### src/rtl/rtc_edit_controller.sv
// ---------------------------------------------------------------------------
// rtc_edit_controller
//
// Front-panel editing controller for the RTC. It owns the edit group
// (chronometer / time / date), the cursor inside that group, and a shadow copy
// of the ten editable fields. Up/down edits wrap per field. A save commits the
// active group's fields one by one over a req/ack write handshake.
//
// Ports:
//   clk, reset            system clock, asynchronous active-high reset
//   btn_mode/left/right/up/down/save
//                         one-cycle debounced button pulses
//   load_valid/addr/data  shadow load from the RTC read path (IDLE only)
//   wr_ack                RTC interface accepted the current write
//   wr_req/addr/data      write request to the RTC interface
//   camb_crono/hora/fecha group currently being edited (one-hot, 0 in IDLE)
//   cursor_addr           field address under the cursor (0 in IDLE)
//   field_data            shadow value at cursor_addr (0 in IDLE)
//   busy                  commit sequence in progress
// All outputs are registered.
// ---------------------------------------------------------------------------
module rtc_edit_controller (
  input  logic       clk,
  input  logic       reset,
  input  logic       btn_mode,
  input  logic       btn_left,
  input  logic       btn_right,
  input  logic       btn_up,
  input  logic       btn_down,
  input  logic       btn_save,
  input  logic       load_valid,
  input  logic [7:0] load_addr,
  input  logic [7:0] load_data,
  input  logic       wr_ack,
  output logic       wr_req,
  output logic [7:0] wr_addr,
  output logic [7:0] wr_data,
  output logic       camb_crono,
  output logic       camb_hora,
  output logic       camb_fecha,
  output logic [7:0] cursor_addr,
  output logic [7:0] field_data,
  output logic       busy
);

  typedef enum logic [1:0] {
    ST_IDLE,
    ST_EDIT,
    ST_COMMIT_REQ,
    ST_COMMIT_GAP
  } state_t;

  typedef enum logic [1:0] {
    GRP_CRONO,
    GRP_HORA,
    GRP_FECHA
  } group_t;

  // ---- field map ----------------------------------------------------------
  function automatic logic [7:0] field_max(input logic [3:0] a);
    case (a)
      4'd1, 4'd5:              field_max = 8'd23;
      4'd2, 4'd3, 4'd6, 4'd7:  field_max = 8'd59;
      4'd4, 4'd10:             field_max = 8'd99;
      4'd8:                    field_max = 8'd31;
      4'd9:                    field_max = 8'd12;
      default:                 field_max = 8'd0;
    endcase
  endfunction

  function automatic logic [7:0] field_min(input logic [3:0] a);
    field_min = (a == 4'd8 || a == 4'd9) ? 8'd1 : 8'd0;
  endfunction

  function automatic logic [3:0] grp_first(input group_t g);
    case (g)
      GRP_HORA:  grp_first = 4'd5;
      GRP_FECHA: grp_first = 4'd8;
      default:   grp_first = 4'd1;
    endcase
  endfunction

  function automatic logic [3:0] grp_last(input group_t g);
    case (g)
      GRP_HORA:  grp_last = 4'd7;
      GRP_FECHA: grp_last = 4'd10;
      default:   grp_last = 4'd4;
    endcase
  endfunction

  // ---- state --------------------------------------------------------------
  state_t     state_q, state_d;
  group_t     group_q, group_d;
  logic [3:0] cursor_q, cursor_d;   // kept in 1..10 so shadow indexing stays valid
  logic [3:0] idx_q, idx_d;         // field currently being committed
  logic [7:0] shadow_q [1:10];
  logic [7:0] shadow_d [1:10];

  logic       wr_req_q, wr_req_d;
  logic [7:0] wr_addr_q, wr_addr_d;
  logic [7:0] wr_data_q, wr_data_d;
  logic [2:0] camb_q, camb_d;       // {crono, hora, fecha}
  logic [7:0] cursor_addr_q, cursor_addr_d;
  logic [7:0] field_data_q, field_data_d;
  logic       busy_q, busy_d;

  logic [7:0] cur_val, cur_min, cur_max;
  logic [3:0] g_first, g_last;
  logic [3:0] load_idx;
  logic [7:0] load_max;

  assign cur_val  = shadow_q[cursor_q];
  assign cur_min  = field_min(cursor_q);
  assign cur_max  = field_max(cursor_q);
  assign g_first  = grp_first(group_q);
  assign g_last   = grp_last(group_q);
  assign load_idx = load_addr[3:0];
  assign load_max = field_max(load_idx);

  // ---- next state ---------------------------------------------------------
  always_comb begin
    state_d  = state_q;
    group_d  = group_q;
    cursor_d = cursor_q;
    idx_d    = idx_q;
    shadow_d = shadow_q;

    case (state_q)
      ST_IDLE: begin
        if (load_valid && load_addr >= 8'd1 && load_addr <= 8'd10) begin
          // Any value above the field max is forced to the max.
          shadow_d[load_idx] = (load_data > load_max) ? load_max : load_data;
        end
        if (btn_mode) begin
          state_d  = ST_EDIT;
          group_d  = GRP_CRONO;
          cursor_d = 4'd1;
        end
      end

      ST_EDIT: begin
        // Strict priority: only the highest-priority pulse acts this cycle.
        if (btn_save) begin
          state_d = ST_COMMIT_REQ;
          idx_d   = g_first;
        end else if (btn_mode) begin
          case (group_q)
            GRP_CRONO: begin
              group_d  = GRP_HORA;
              cursor_d = 4'd5;
            end
            GRP_HORA: begin
              group_d  = GRP_FECHA;
              cursor_d = 4'd8;
            end
            default: begin
              state_d  = ST_IDLE;
              group_d  = GRP_CRONO;
              cursor_d = 4'd1;
            end
          endcase
        end else if (btn_up) begin
          shadow_d[cursor_q] = (cur_val >= cur_max) ? cur_min : cur_val + 8'd1;
        end else if (btn_down) begin
          shadow_d[cursor_q] = (cur_val <= cur_min) ? cur_max : cur_val - 8'd1;
        end else if (btn_right) begin
          cursor_d = (cursor_q == g_last) ? g_first : cursor_q + 4'd1;
        end else if (btn_left) begin
          cursor_d = (cursor_q == g_first) ? g_last : cursor_q - 4'd1;
        end
      end

      ST_COMMIT_REQ: begin
        if (wr_ack) begin
          state_d = (idx_q == g_last) ? ST_IDLE : ST_COMMIT_GAP;
        end
      end

      ST_COMMIT_GAP: begin
        idx_d   = idx_q + 4'd1;
        state_d = ST_COMMIT_REQ;
      end

      default: state_d = ST_IDLE;
    endcase
  end

  // ---- registered outputs, derived from next-state values ----------------
  always_comb begin
    wr_req_d      = (state_d == ST_COMMIT_REQ);
    wr_addr_d     = wr_addr_q;
    wr_data_d     = wr_data_q;
    busy_d        = (state_d == ST_COMMIT_REQ) || (state_d == ST_COMMIT_GAP);
    camb_d        = 3'b000;
    cursor_addr_d = 8'd0;
    field_data_d  = 8'd0;

    // Address/data only change on entry to a request, so they are stable
    // while wr_req is high. The shadow is frozen while busy.
    if (state_d == ST_COMMIT_REQ) begin
      wr_addr_d = {4'd0, idx_d};
      wr_data_d = shadow_q[idx_d];
    end

    if (state_d != ST_IDLE) begin
      camb_d[2]     = (group_d == GRP_CRONO);
      camb_d[1]     = (group_d == GRP_HORA);
      camb_d[0]     = (group_d == GRP_FECHA);
      cursor_addr_d = {4'd0, cursor_d};
      field_data_d  = shadow_d[cursor_d];
    end
  end

  always_ff @(posedge clk or posedge reset) begin
    if (reset) begin
      state_q       <= ST_IDLE;
      group_q       <= GRP_CRONO;
      cursor_q      <= 4'd1;
      idx_q         <= 4'd1;
      for (int i = 1; i <= 10; i++) begin
        shadow_q[i] <= (i == 8 || i == 9) ? 8'd1 : 8'd0;
      end
      wr_req_q      <= 1'b0;
      wr_addr_q     <= 8'd0;
      wr_data_q     <= 8'd0;
      camb_q        <= 3'b000;
      cursor_addr_q <= 8'd0;
      field_data_q  <= 8'd0;
      busy_q        <= 1'b0;
    end else begin
      state_q       <= state_d;
      group_q       <= group_d;
      cursor_q      <= cursor_d;
      idx_q         <= idx_d;
      shadow_q      <= shadow_d;
      wr_req_q      <= wr_req_d;
      wr_addr_q     <= wr_addr_d;
      wr_data_q     <= wr_data_d;
      camb_q        <= camb_d;
      cursor_addr_q <= cursor_addr_d;
      field_data_q  <= field_data_d;
      busy_q        <= busy_d;
    end
  end

  assign wr_req      = wr_req_q;
  assign wr_addr     = wr_addr_q;
  assign wr_data     = wr_data_q;
  assign camb_crono  = camb_q[2];
  assign camb_hora   = camb_q[1];
  assign camb_fecha  = camb_q[0];
  assign cursor_addr = cursor_addr_q;
  assign field_data  = field_data_q;
  assign busy        = busy_q;

endmodule

### config.mk
export PLATFORM = sky130hd
export DESIGN_NAME = rtc_edit_controller
export DESIGN_NICKNAME = d
export VERILOG_FILES = /design/src/rtl/rtc_edit_controller.sv
export SDC_FILE = /design/constraint.sdc
export NUM_CORES = 1
export LEC_CHECK = 0
export ABC_AREA = 0
export BUFFER_PORTS_ARGS = -buffer_cell sky130_fd_sc_hd__buf_2
export CORE_ASPECT_RATIO = 1.5
export CORE_MARGIN = 2
export CORE_UTILIZATION = 41
export DETAILED_ROUTE_END_ITERATION = 6
export PLACE_DENSITY = 0.6
export SYNTH_ARGS = -nofsm -noshare
export SYNTH_HDL_FRONTEND = slang
export SYNTH_SLANG_ARGS = --single-unit
### constraint.sdc
create_clock -name clk -period 5.2 [get_ports clk]
set_input_delay 0.52 -clock clk [delete_from_list [all_inputs] [get_ports clk]]
set_output_delay 0.52 -clock clk [all_outputs]
set_load 0.01 [all_outputs]
# == Word level (Yosys, flattened, before mapping) ==
# Memory sizes are Yosys's and may differ from the RTL's.
# Cells that the tools add are included.
# totals
regBits,125
romBits,224
out_inout_bits,37
elab_cells,124
mem_count,2
# memory_table
memory,depth,word_bits,read_ports,rd_clocked_by_memory_dff,write_ports,line_no,source
(no name shown),16,7,1,0,0,61,case (a)
(no name shown),16,7,1,0,0,61,
# classes
n_addsub,5
magnitude_cmp,11
eq_ne,14
muxes,56
bitwise_logic,4
n_reduce_logical,11
# ops
cell,n
80-bit two-way mux,5
80-bit bitwise mux,3
80-bit case mux with 2 select lines,1
8-bit binary-select mux with 4-bit select,3
8-bit two-way mux,12
8-bit demux with 4-bit select,2
4-bit two-way mux,11
4-bit case mux with 2 select lines,5
5-bit greater-or-equal comparator (second input constant),4
4-bit NOT with 5-bit output,4
2-bit two-way mux,9
2-bit == test (second input constant),6
4-bit == test,3
5-bit by 1-bit < comparator with 1-bit output (second input constant),2
4-bit by 1-bit adder with 4-bit output (second input constant),2
8-bit by 1-bit adder with 8-bit output (second input constant),1
4-bit == test (second input constant),2
8-bit by 1-bit greater-or-equal comparator with 1-bit output (second input constant),1
8-bit greater-or-equal comparator,1
8-bit > comparator,1
8-bit by 1-bit <= comparator with 1-bit output,1
8-bit by 4-bit <= comparator with 1-bit output (second input constant),1
2-bit case mux with 2 select lines,2
2-bit case mux with 4 select lines,1
other kinds (10),18

# == Logic depth before layout (Yosys ltp) ==
# Gate-level depths: netlist of the first run.
# depth
word_depth,16
ltp_mapped,25
mapped_depth_nobuf,18

# == Worst setup path after synthesis of the first run ==
# OpenSTA, ideal clock, no wires.
# synth_path
kind,reg-to-reg
from,register cursor_q[0]
to,register field_data_q[0] (netlist: field_data[0])
setup_time_ns,0.134
arrival_ns,4.544
slack_ns,0.522
path_stages_with_launch,21
n_path_buf,5
synth_period_minus_slack_ns,4.678
path_cell_list,dfstp_2 > buf_4 > buf_4 > buf_2 > buf_2 > inv_1 > ha_1 > clkbuf_1 > nand2_1 > o21ai_0 > o21ai_0 > ha_1 > and3_1 > a221o_1 > a31oi_1 > nand2_1 > a211oi_1 > o21ba_1 > or2_1 > a311oi_1 > a22oi_1
# synth_between
elab_chain_cells,16
# synth_lines
item,line_no,source
start: declaration,94,"logic [3:0] cursor_q, cursor_d;"
start signal: assignment,233,cursor_q <= cursor_d;
4-bit NOT with 5-bit output,"112, 163, 165",
8-bit binary-select mux with 4-bit select,112,assign cur_val = shadow_q[cursor_q];
8-bit two-way mux (implied by the code) (2 in a row),112,
8-bit by 1-bit subtractor with 8-bit output / 8-bit by 1-bit <= comparator with 1-bit output (equally long branches),165,shadow_d[cursor_q] = (cur_val <= cur_min) ? cur_max : cur_val - 8'd1;
8-bit two-way mux,165,
80-bit bitwise mux,165,
80-bit two-way mux,164,end else if (btn_down) begin
80-bit two-way mux,162,end else if (btn_up) begin
80-bit two-way mux,146,end else if (btn_mode) begin
80-bit two-way mux,143,if (btn_save) begin
80-bit case mux with 2 select lines,128,case (state_q)
8-bit binary-select mux with 4-bit select (*),210,field_data_d = shadow_d[cursor_d];
8-bit two-way mux (implied by the code) (*) (2 in a row),210,
8-bit two-way mux (*),205,if (state_d != ST_IDLE) begin
net field_data_d[0],104,"logic [7:0] field_data_q, field_data_d;"
end signal: assignment,241,field_data_q <= field_data_d;
end: declaration,104,
# The timed path passes the listed nets; every way through them passes the cells marked *. The select of a mux whose other input is x is not followed.
# A chain may end at the register's enable or synchronous reset.

# == Final worst setup path of the first run ==
# layout_path
from,register cursor_q[0]
to,register field_data_q[3] (netlist: field_data[3])
# The elaborated chain is that of the path after synthesis.

==> results of run 1 <==
==> worst min path at each step <==
| stage | startpoint | to | slack [ns] | cells past startpoint |
|---|---|---|---|---|
| 6_report | reset | wr_data[4] | 0.24 | 2 |
| 4_1_cts | reset | shadow_q[30] | 0.26 | 2 |
| 3_3_place_gp | wr_addr[2] | wr_addr[2] | 0.46 | 2 |
| 3_5_place_dp | wr_addr[2] | wr_addr[2] | 0.47 | 2 |
| 5_1_grt | reset | shadow_q[49] | 0.30 | 2 |
| 2_1_floorplan | shadow_q[55] | shadow_q[55] | 0.51 | 2 |
==> cell families after synthesis <==
kind of cell,share of synthesized area (%)
AOI/OAI and AO/OA,31.62
xor gates and xnor gates,0.9101
adders and majority gates,3.782
buffers and inverters,6.584
DFF,28.65
muxes,8.227
other,0.03543
and+or+nand+nor,20.19
==> per-stage QoR <==
stage | cells | hold WS [ns]
after CTS | 1736 | 0.2650
after detailed placement | 1704 | 0.4655
after global routing | 1737 | 0.3041
after floorplan | 1326 | 0.5078
final | 1737 | 0.2392
after global placement | 1704 | 0.4593
==> synthesized netlist by cell type (7+ instances only) <==
cell	number	area share, %
sky130_fd_sc_hd__mux2i_1	54	5.1
sky130_fd_sc_hd__inv_1	39	1.4
sky130_fd_sc_hd__xor2_1	7	0.58
sky130_fd_sc_hd__dfrtp_1	117	28
sky130_fd_sc_hd__nand3_1	29	1.4
sky130_fd_sc_hd__o21ai_0	67	3.2
sky130_fd_sc_hd__nand3b_1	11	0.78
sky130_fd_sc_hd__nand2b_1	20	1.2
sky130_fd_sc_hd__nor3_1	23	1.1
sky130_fd_sc_hd__o32ai_1	9	0.74
sky130_fd_sc_hd__nor2_1	137	4.9
sky130_fd_sc_hd__o31ai_1	12	0.85
sky130_fd_sc_hd__a211oi_1	27	1.9
sky130_fd_sc_hd__nor4_1	14	0.83
sky130_fd_sc_hd__mux2_2	14	1.5
sky130_fd_sc_hd__o22ai_1	49	2.9
sky130_fd_sc_hd__a21oi_1	110	5.2
sky130_fd_sc_hd__o21a_1	12	0.85
sky130_fd_sc_hd__nor2b_1	13	0.77
sky130_fd_sc_hd__a32oi_1	12	0.99
sky130_fd_sc_hd__and2_1	10	0.59
sky130_fd_sc_hd__a311oi_1	10	0.83
sky130_fd_sc_hd__buf_2	18	0.85
sky130_fd_sc_hd__a22oi_1	8	0.57
sky130_fd_sc_hd__buf_4	10	0.71
sky130_fd_sc_hd__a21o_1	7	0.50
sky130_fd_sc_hd__nand2_1	132	4.7
sky130_fd_sc_hd__o211ai_1	24	1.7
sky130_fd_sc_hd__a221oi_1	22	1.8
sky130_fd_sc_hd__clkbuf_1	57	2.0
sky130_fd_sc_hd__or2_2	9	0.53
sky130_fd_sc_hd__a31oi_1	22	1.3
sky130_fd_sc_hd__and3_1	14	0.83
sky130_fd_sc_hd__ha_1	32	3.8
sky130_fd_sc_hd__buf_1	9	0.32
sky130_fd_sc_hd__o221ai_1	10	0.83
sky130_fd_sc_hd__nand4_1	10	0.59
==> flip-flops by register name, indices dropped and copies added (netlist names) <==
| register | count |
|---|---|
| shadow_q | 80 |
| field_data | 8 |
| wr_data | 8 |
| cursor_addr | 4 |
| cursor_q | 4 |
| idx_q | 4 |
| wr_addr | 4 |
| camb_q | 3 |
| group_q | 2 |
| state_q | 2 |
| busy | 1 |
| wr_req | 1 |
==> layout make-up <==
| cell class | count | area (um2) | share of cell area (%) |
|---|---|---|---|
| multi-input cells | 1057 | 6918 | 56.91 |
| flip-flops and latches | 121 | 3038 | 24.99 |
| repair buffers | 147 | 980.9 | 8.069 |
| clock buffers | 20 | 456.7 | 3.757 |
| well taps | 333 | 416.7 | 3.427 |
| inverters | 47 | 183.9 | 1.513 |
| clock inverters | 12 | 162.7 | 1.338 |
==> power by group through the flow <==
| stage | logic (mW) | clock network (mW) | registers (mW) |
|---|---|---|---|
| floorplan | 2.68 | 0 | 1.35 |
| global placement | 4.16 | 0 | 1.46 |
| detailed placement | 4.15 | 0 | 1.46 |
| CTS | 4.17 | 1.30 | 1.44 |
| global route | 4.58 | 1.34 | 1.47 |
| finish | 4.35 | 1.30 | 1.47 |
==> critical path: cells and delay by family, from the launching register on <==
kind,cells,cell delay [ns]
compound gates,7,2.07
fa+ha+maj,1,0.26
buf+inv,3,0.70
flops,1,0.72
simple gates,6,0.98
==> layer usage <==
layer	wire, um	up-vias	share of wire [%]	GRT usage (%)
li1	-	5128	-	-
met1	19500	5804	35	47.55
met2	24350	962	44	63.69
met3	5952	314	11	9.545
met4	5942	0	11	32.78
met5	0	-	0	0
==> what timing repair did <==
item	4_1_cts	5_1_grt
setup endpoints to repair	0	3
buffers inserted	0	1
gates resized for setup	0	3
==> qor.yml, run 1 <==
drv_cap: 0
area_delta_synth_final_pct: 14.85
floorplan.io_pins: 63
critical_path.cell_chain: "buf_4 > nand3b_1 > o211a_1 > o31a_1 > inv_2 > ha_1 > and3_1 > a221o_1 > a31oi_1 > buf_4 > and3_1 > nand3_1 > o211ai_1 > nor2_2 > a2111oi_1 > nor4_1 > o31ai_1"
final.setup.worst_slack_ns: 0.3101
core_area_um2: 25580
outcome: "finished with violations"
failed_checks: "design-rule violations"
routed_via_density: 7.028
root_buffer: "sky130_fd_sc_hd__clkbuf_16"
die-width_um: 135.2
gpl.final_weighted_congestion: 1.034
start_util_pct: 41.37
seq_area_frac_synth_pct: 28.65
place_hpwl_um: 42100
via_count: 12210
place_ws_ns: 0.2512
worstReg2RegStart: "cursor_q[0]"
design.final.nets: 1449
cellLeakagePower_nw: 5.050
cts_hold_buffers: 0
groute.usage.overall_pct: 40.87
chipHeight_um: 200.8
tritoncts_num_sinks: 121
detail_route.first_pass.iterations: 7
r2r_cells: 17
first_global_vias: 11880
cts-htree-levels: 4
worst_setup_path_endpoint: "field_data[3]"
path_clk_slew_ns: 0.06
worst_path_largest_cell_delay_ns: 0.72
drc: 17
layout_min_cycle_time_ns: 4.890
hold_violations: 0
worst_clock_skew_ns: 0.01385
clock_insertion_delay_worst_skew_ns: 0.45
critPathMaxFanout: 28
worst_setup_path_start_kind: "register"
asyncSetResetFlopFracSynth_pct: 100.0
grt_antenna_before_repair: 0
yosys_warnings: 0
psw_mw: 3.671
synth_cells: 1319
cts_buffers: 17
fillers: 2597
routedWlPerCell_um: 32.09
synth_enable_flop_cells: 0
mostFrequentLayoutCells: "sky130_fd_sc_hd__nor2_1 (137), sky130_fd_sc_hd__nand2_1 (132), sky130_fd_sc_hd__dfrtp_1 (115)"
finalSetupViolCount: 0
final_common_cell: "sky130_fd_sc_hd__nor2_1"
antenna-diode-count: 0
grt-ovfl-total: 0
cell_internal_pwr_mw: 3.438
regToRegSetupSlack_ns: 0.31
critical-path-slowest-cell: "sky130_fd_sc_hd__dfstp_2"
fin_tns_setup_ns: 0
final_util_pct: 47.52
critPathCaptureType: "register"
post_dp_cell_area_um2: 11530
die-area_um2: 27150
worstSetupPathType: "register to register"
maxSlewHeadroom_pct: 32.35
power.density_nw_per_um2: 584.8
data_arrival_time_of_the_critical_path_ns: 5.19
clk_path_buf_depth: 2
syn_area_per_cell_um2: 8.025
first_pass_grt_wire_length_um: 80270
worst_slew_pin_tran_ns: 1.005
synth-seq-cells: 121
comb_power_share_pct: 61.1
dr.first_iter.drc_count: 1791
count_of_nets_left_with_antenna_violations_after_detail_routing: 0
clock_tree_from_tritoncts: "built"
synthDistinctLibCells: 100
final_design_area_no_fill_um2: 12160
max_clock_freq_mhz: 204.5
sequentialPowerShare_pct: 20.6
postSynth.topFlopCell: "sky130_fd_sc_hd__dfrtp_1"
final_layout_size_suffix_gt1_share_pct: 18.02
rows: 72
synth_area_um2: 10590
switching_share_pct: 51.64
fin_total_pwr_mw: 7.109
rsz0062_at_grt: "false"
worstReg2RegEnd: "field_data[3]"
hp-class: "input pin to asynchronous set/reset pin"
pin_count_of_the_biggest_net_entering_global_routing: 84
peakVddDrop_mv: 0.3762
port_buffers: 54
slew_viol_final: 0
worst_setup_path_startpoint: "cursor_q[0]"
totalWireLength_um: 55750
critPathRequiredTime_ns: 5.50
timing.final.crit_share_pct: 94.04
clock_power_share_pct: 18.2
Note: power is estimated with default switching activity, not from simulation.
==> run 2, diff against run 1 <==
Settings changed: REMOVE_ABC_BUFFERS set to 1.
==> run 2 against run 1 <==
  * The flow now finishes without violations
  * Flip-flop and latch count did not move
  * Global-route usage fell by 0.43 points
  * Routed wire length decreased by 0.84%
  * Total power is 0.26% lower
  * Highest routed layer unchanged
  * Combinational power is 2% higher
  * First-iteration DRC count up 5.9%
  * Utilization fell by 0.12 points
  * Critical path depth shrank 4
==> qor.yml, run 2 (synthesized netlist as in run 1, its figures left out) <==
worstSetupPathType: "register to register"  # unchanged
data_arrival_time_of_the_critical_path_ns: 5.06  # was 5.19 ns
dpl.cell_count: 1706  # was 1704
pin_count_of_the_biggest_net_entering_global_routing: 45  # was 84
chipHeight_um: 200.8  # unchanged
critPathMaxFanout: 10  # was 28
first_global_vias: 11710  # was 11.88k
tritoncts_num_sinks: 121  # unchanged
largest_register_ffs: 80  # unchanged
worst_hold_slack_ns: 0.1258  # was 0.2392 ns
max_clock_freq_mhz: 209.5  # was 204.5 MHz
drv_cap: 0  # unchanged
critPathCaptureType: "register"  # unchanged
mostFrequentLayoutCells: "sky130_fd_sc_hd__nor2_1 (137), sky130_fd_sc_hd__nand2_1 (132), sky130_fd_sc_hd__dfrtp_1 (115)"  # unchanged
worst_slew_pin_tran_ns: 1.355  # was 1.005 ns
root_buffer: "sky130_fd_sc_hd__clkbuf_16"  # unchanged
core_area_um2: 25580  # unchanged
worstReg2RegEnd: "field_data[5]"  # was field_data[3]
drc: 0  # was 17
grt-ovfl-total: 0  # unchanged
gpl.final_weighted_congestion: 1.141  # was 1.034
power.density_nw_per_um2: 584.8  # about the same
port_buffers: 54  # unchanged
clock_tree_from_tritoncts: "built"  # unchanged
peakVddDrop_mv: 0.4009  # was 0.3762 mV
hp-class: "input pin to asynchronous set/reset pin"  # unchanged
totalWireLength_um: 55280  # was 55750 um
routed_via_density: 7.071  # was 7.028
worstReg2RegStart: "group_q[0]"  # was cursor_q[0]
timing.final.crit_share_pct: 91.80  # was 94.04%
cts_buffers: 17  # unchanged
worst_setup_path_endpoint: "field_data[5]"  # was field_data[3]
cts-htree-levels: 4  # unchanged
slew_viol_final: 0  # unchanged
clk_path_buf_depth: 2  # unchanged
grt_antenna_before_repair: 1  # was 0
start_util_pct: 41.37  # unchanged
worst_setup_path_startpoint: "group_q[0]"  # was cursor_q[0]
place_hpwl_um: 41070  # was 42100 um
detail_route.first_pass.iterations: 7  # unchanged
stdcell_count: 1739  # was 1737
count_of_nets_left_with_antenna_violations_after_detail_routing: 0  # unchanged
cts_hold_buffers: 0  # unchanged
worst_setup_path_start_kind: "register"  # unchanged
final.setup.worst_slack_ns: 0.4266  # was 0.3101 ns
rsz0062_at_grt: "false"  # unchanged
worst_clock_skew_ns: 0.01560  # was 0.01385 ns
routedWlPerCell_um: 31.79  # was 32.09 um
clock_insertion_delay_worst_skew_ns: 0.45  # about the same
layout_min_cycle_time_ns: 4.773  # was 4.890 ns
first_pass_grt_wire_length_um: 78940  # was 80270 um
rows: 72  # unchanged
outcome: "complete, no violations"  # was finished with violations
regMostFlops: "shadow_q"  # unchanged
hold_violations: 0  # unchanged
fillers: 2580  # was 2597
groute.usage.overall_pct: 40.43  # was 40.87%
die-area_um2: 27150  # unchanged
dr.first_iter.drc_count: 1897  # was 1791
die-width_um: 135.2  # unchanged
area_delta_synth_final_pct: 14.55  # was 14.85%
r2r_cells: 13  # was 17
cellLeakagePower_nw: 5.030  # was 5.050 nW
finalSetupViolCount: 0  # unchanged
regToRegSetupSlack_ns: 0.43  # was 0.31 ns
final_common_cell: "sky130_fd_sc_hd__nor2_1"  # unchanged
final_layout_size_suffix_gt1_share_pct: 17.79  # was 18.02%
path_clk_slew_ns: 0.06  # about the same
via_count: 12300  # was 12.21k
floorplan.io_pins: 63  # unchanged
maxSlewHeadroom_pct: 9.694  # was 32.35%
place_ws_ns: 0.5175  # was 0.2512 ns
design.final.nets: 1450  # was 1449
critPathRequiredTime_ns: 5.49  # was 5.50 ns
==> run 2: critical path, stage by stage, from the launching register on <==
cell                        delay, ns
sky130_fd_sc_hd__dfrtp_1         0.41
sky130_fd_sc_hd__inv_1           0.10
sky130_fd_sc_hd__ha_1            0.36
sky130_fd_sc_hd__or3b_2          0.51
sky130_fd_sc_hd__a211oi_1        0.29
sky130_fd_sc_hd__nand2_1         0.12
sky130_fd_sc_hd__a21o_1          0.22
sky130_fd_sc_hd__a21oi_1         1.03
sky130_fd_sc_hd__nor2_1          0.56
sky130_fd_sc_hd__nand2_1         0.24
sky130_fd_sc_hd__a311oi_1        0.07
sky130_fd_sc_hd__a2111oi_0       0.46
sky130_fd_sc_hd__buf_4           0.20
sky130_fd_sc_hd__a211oi_1        0.04
==> run 2: what timing repair did <==
item                       CTS  global route
setup endpoints to repair    0             1
gates resized for setup      0             3
setup buffers                0             0
==> run 2: final cells by class <==
type                    count  area, um2  area share, %
repair buffers            148      988.4          8.152
flip-flops and latches    121       3042          25.09
clock buffers              23      467.9          3.859
well taps                 333      416.7          3.436
clock inverters             9      116.4         0.9597
inverters                  47      181.4          1.496
multi-input cells        1057       6910          56.99
diodes                      1      2.502        0.02064
==> run 2: per-stage QoR <==
stage	util, %	area [um2]	power (mW)	setup TNS, ns
after floorplan	-	10090	3.899	-8.519
final	47.39	12130	7.091	0
after detailed placement	45.07	11530	5.658	0
after global placement	45.07	11530	5.656	0
after global routing	47.39	12130	7.358	0
after CTS	47.35	12110	6.872	0
==> run 2: worst min-delay path by stage <==
stage	to	slack, ns	cells after the start
finish	shadow_q[34]	0.13	2
global route	shadow_q[34]	0.17	2
CTS	shadow_q[34]	0.16	2
detailed placement	wr_data[7]	0.47	2
global placement	wr_addr[2]	0.46	2
floorplan	shadow_q[55]	0.51	2
==> run 2: power by group <==
| group | internal (mW) | switching, mW |
|---|---|---|
| sequential | 1.17 | 0.264 |
| combinational | 1.50 | 2.92 |
| clock | 0.735 | 0.495 |
==> run 2: metal layers <==
metal	share of wire [%]	vias to the layer above	global-route usage (%)
met5	0	-	0
met4	11	0	33.82
met3	9.8	326	8.737
met2	46	976	64.32
met1	34	5843	45.74
li1	-	5152	-
==> run 3, diff against run 2 <==
Settings changed: CELL_PAD_IN_SITES_DETAIL_PLACEMENT set to 0, CELL_PAD_IN_SITES_GLOBAL_PLACEMENT set to 1, PLACE_DENSITY 0.6 to 0.75.
==> run 3 against run 2 <==
  * Non-clock buffer count fell by 6
  * First-iteration DRC count shrank 10%
  * Final cell count fell by 0.40%
  * Largest cell class unchanged
  * The run now ends with design-rule violations left
==> qor.yml, run 3 (synthesized netlist as in run 1, its figures left out) <==
finalSetupViolCount: 0  # unchanged
worstSetupPathType: "register to register"  # unchanged
final_design_area_no_fill_um2: 12090  # was 12130 um2
stdcell_count: 1732  # was 1739
first_global_vias: 11560  # was 11.71k
final.setup.worst_slack_ns: 0.2277  # was 0.4266 ns
drc: 16  # was 0
slew_viol_final: 0  # unchanged
largest_register_ffs: 80  # unchanged
via_count: 12200  # was 12.30k
final_common_cell: "sky130_fd_sc_hd__nor2_1"  # unchanged
data_arrival_time_of_the_critical_path_ns: 5.26  # was 5.06 ns
clock_tree_from_tritoncts: "built"  # unchanged
mostFrequentLayoutCells: "sky130_fd_sc_hd__nor2_1 (137), sky130_fd_sc_hd__nand2_1 (132), sky130_fd_sc_hd__dfrtp_1 (115)"  # unchanged
dr.first_iter.drc_count: 1705  # was 1897
die-area_um2: 27150  # unchanged
fillers: 2577  # was 2580
clock_power_share_pct: 17.2  # was 17.3%
rsz0062_at_grt: "false"  # unchanged
cell_internal_pwr_mw: 3.365  # was 3.407 mW
root_buffer: "sky130_fd_sc_hd__clkbuf_16"  # unchanged
rows: 72  # unchanged
floorplan.io_pins: 63  # unchanged
timing.final.crit_share_pct: 95.62  # was 91.80%
critPathRequiredTime_ns: 5.48  # was 5.49 ns
dpl.cell_count: 1699  # was 1706
maxSlewHeadroom_pct: 9.165  # was 9.694%
routedWlPerCell_um: 31.60  # was 31.79 um
critPathCaptureType: "register"  # unchanged
hold_violations: 0  # unchanged
start_util_pct: 41.37  # unchanged
worst_slew_pin_tran_ns: 1.363  # was 1.355 ns
core_area_um2: 25580  # unchanged
routed_via_density: 7.042  # was 7.071
drv_cap: 0  # unchanged
groute.usage.overall_pct: 40.15  # was 40.43%
die-width_um: 135.2  # unchanged
ff_latch_area_um2: 3039  # was 3042 um2
outcome: "finished with violations"  # was complete, no violations
layout_min_cycle_time_ns: 4.972  # was 4.773 ns
tritoncts_num_sinks: 121  # unchanged
gpl.final_weighted_congestion: 1.095  # was 1.141
cts-htree-levels: 4  # unchanged
failed_checks: "design-rule violations"
count_of_nets_left_with_antenna_violations_after_detail_routing: 0  # unchanged
psw_mw: 3.625  # was 3.683 mW
fin_tns_setup_ns: 0  # unchanged
critPathMaxFanout: 18  # was 10
power.density_nw_per_um2: 578.3  # was 584.8 nW/um2
path_clk_slew_ns: 0.06  # about the same
final_util_pct: 47.25  # was 47.39%
port_buffers: 54  # unchanged
first_pass_grt_wire_length_um: 78730  # was 78940 um
worst_clock_skew_ns: 0.01569  # was 0.01560 ns
chipHeight_um: 200.8  # unchanged
cts_buffers: 17  # unchanged
sequentialPowerShare_pct: 20.5  # was 20.3%
worst_setup_path_start_kind: "register"  # unchanged
switching_share_pct: 51.86  # was 51.95%
hp-class: "input pin to register"  # was input pin to asynchronous set/reset pin
place_hpwl_um: 40920  # was 41070 um
multiInputGateArea_um2: 6928  # was 6910 um2
detail_route.first_pass.iterations: 7  # unchanged
cellLeakagePower_nw: 5.001  # was 5.030 nW
final_layout_size_suffix_gt1_share_pct: 17.87  # was 17.79%
clock_insertion_delay_worst_skew_ns: 0.44  # was 0.45 ns
place_ws_ns: 0.1209  # was 0.5175 ns
design.final.nets: 1444  # was 1450
clk_path_buf_depth: 2  # unchanged
totalWireLength_um: 54730  # was 55280 um
comb_power_share_pct: 62.4  # about the same
grt_antenna_before_repair: 0  # was 1
grt-ovfl-total: 0  # unchanged
antenna-diode-count: 0  # was 1
area_delta_synth_final_pct: 14.20  # was 14.55%
post_dp_cell_area_um2: 11470  # was 11530 um2
peakVddDrop_mv: 0.3479  # was 0.4009 mV
pin_count_of_the_biggest_net_entering_global_routing: 70  # was 45
regMostFlops: "shadow_q"  # unchanged
max_clock_freq_mhz: 201.1  # was 209.5 MHz
-- run 3: changes by cell type in the layout (fill, tap and decap cells not counted), moves of 2 or more --
| cell | delta |
|---|---|
| sky130_fd_sc_hd__clkbuf_8 | +2 |
| sky130_fd_sc_hd__clkbuf_1 | -4 |
| sky130_fd_sc_hd__nor4_1 | -2 |
| sky130_fd_sc_hd__nor4_2 | +2 |
| sky130_fd_sc_hd__clkinv_4 | -2 |
| sky130_fd_sc_hd__buf_4 | -6 |
| sky130_fd_sc_hd__clkinvlp_4 | +3 |
| sky130_fd_sc_hd__inv_6 | +2 |
-- run 3: metrics by stage --
step,hold slack [ns],power (mW)
2_1_floorplan,0.5078,3.899
3_3_place_gp,0.4567,5.615
3_5_place_dp,0.4609,5.622
4_1_cts,0.3900,6.831
5_1_grt,0.4156,7.283
6_report,0.3943,6.990
-- run 3: layout make-up --
class                      instances  area share, %
sequential                       121          25.14
clock buffer                      21          3.975
clock inverter                    11         0.9005
tap                              333          3.447
multi-input combinational       1057          57.31
timing repair buffer             142          7.722
inverter                          47          1.501
-- run 3: timing repair --
item,in CTS,in global routing
gates resized for setup,0,4
hold buffers,1,0
setup buffers,0,0
setup endpoints to repair,0,2
endpoints found under the hold margin,1,0
-- run 3: critical path: stages (launching register included) --
cell and delay, ns:
sky130_fd_sc_hd__dfrtp_2 0.72, sky130_fd_sc_hd__buf_4 0.37, sky130_fd_sc_hd__buf_4 0.26, sky130_fd_sc_hd__mux2i_1 0.20
sky130_fd_sc_hd__o22a_1 0.22, sky130_fd_sc_hd__o31a_1 0.23, sky130_fd_sc_hd__inv_2 0.11, sky130_fd_sc_hd__ha_1 0.28
sky130_fd_sc_hd__nand2_1 0.04, sky130_fd_sc_hd__o21ai_0 0.17, sky130_fd_sc_hd__a31oi_1 0.17, sky130_fd_sc_hd__buf_4 0.19
sky130_fd_sc_hd__and3_1 0.19, sky130_fd_sc_hd__buf_4 0.15, sky130_fd_sc_hd__a21oi_1 0.18, sky130_fd_sc_hd__and2_1 0.39
sky130_fd_sc_hd__a221oi_2 0.14, sky130_fd_sc_hd__a2111oi_1 0.65, sky130_fd_sc_hd__a21oi_1 0.13
-- run 3: per-layer routing --
metal / track usage [%] / part of all wire, %
met5: 0 / 0
met4: 33.11 / 11
met3: 8.535 / 9.8
met2: 62.60 / 45
met1: 46.84 / 35
-- run 3: worst paths after layout --
| check | cells after the start | end | slack (ns) | from |
|---|---|---|---|---|
| setup / recovery | 18 | field_data[2] | 0.23 | cursor_q[1] |
| hold / removal | 3 | busy | 0.39 | wr_ack |
| setup reg to reg | 18 | field_data[2] | 0.23 | cursor_q[1] |
| hold reg to reg | 2 | wr_data[1] | 0.47 | wr_data[1] |
| max in group asynchronous | 4 | shadow_q[17] | 3.36 | reset |
| min in group asynchronous | 3 | wr_addr[1] | 0.55 | reset |
-- run 3: power by group through the flow --
stage / combinational [mW] / clock, mW / sequential, mW
floorplan: 2.44 / 0 / 1.46
global placement: 4.19 / 0 / 1.43
detailed placement: 4.19 / 0 / 1.43
CTS: 4.21 / 1.21 / 1.41
global route: 4.60 / 1.24 / 1.45
finish: 4.36 / 1.20 / 1.43
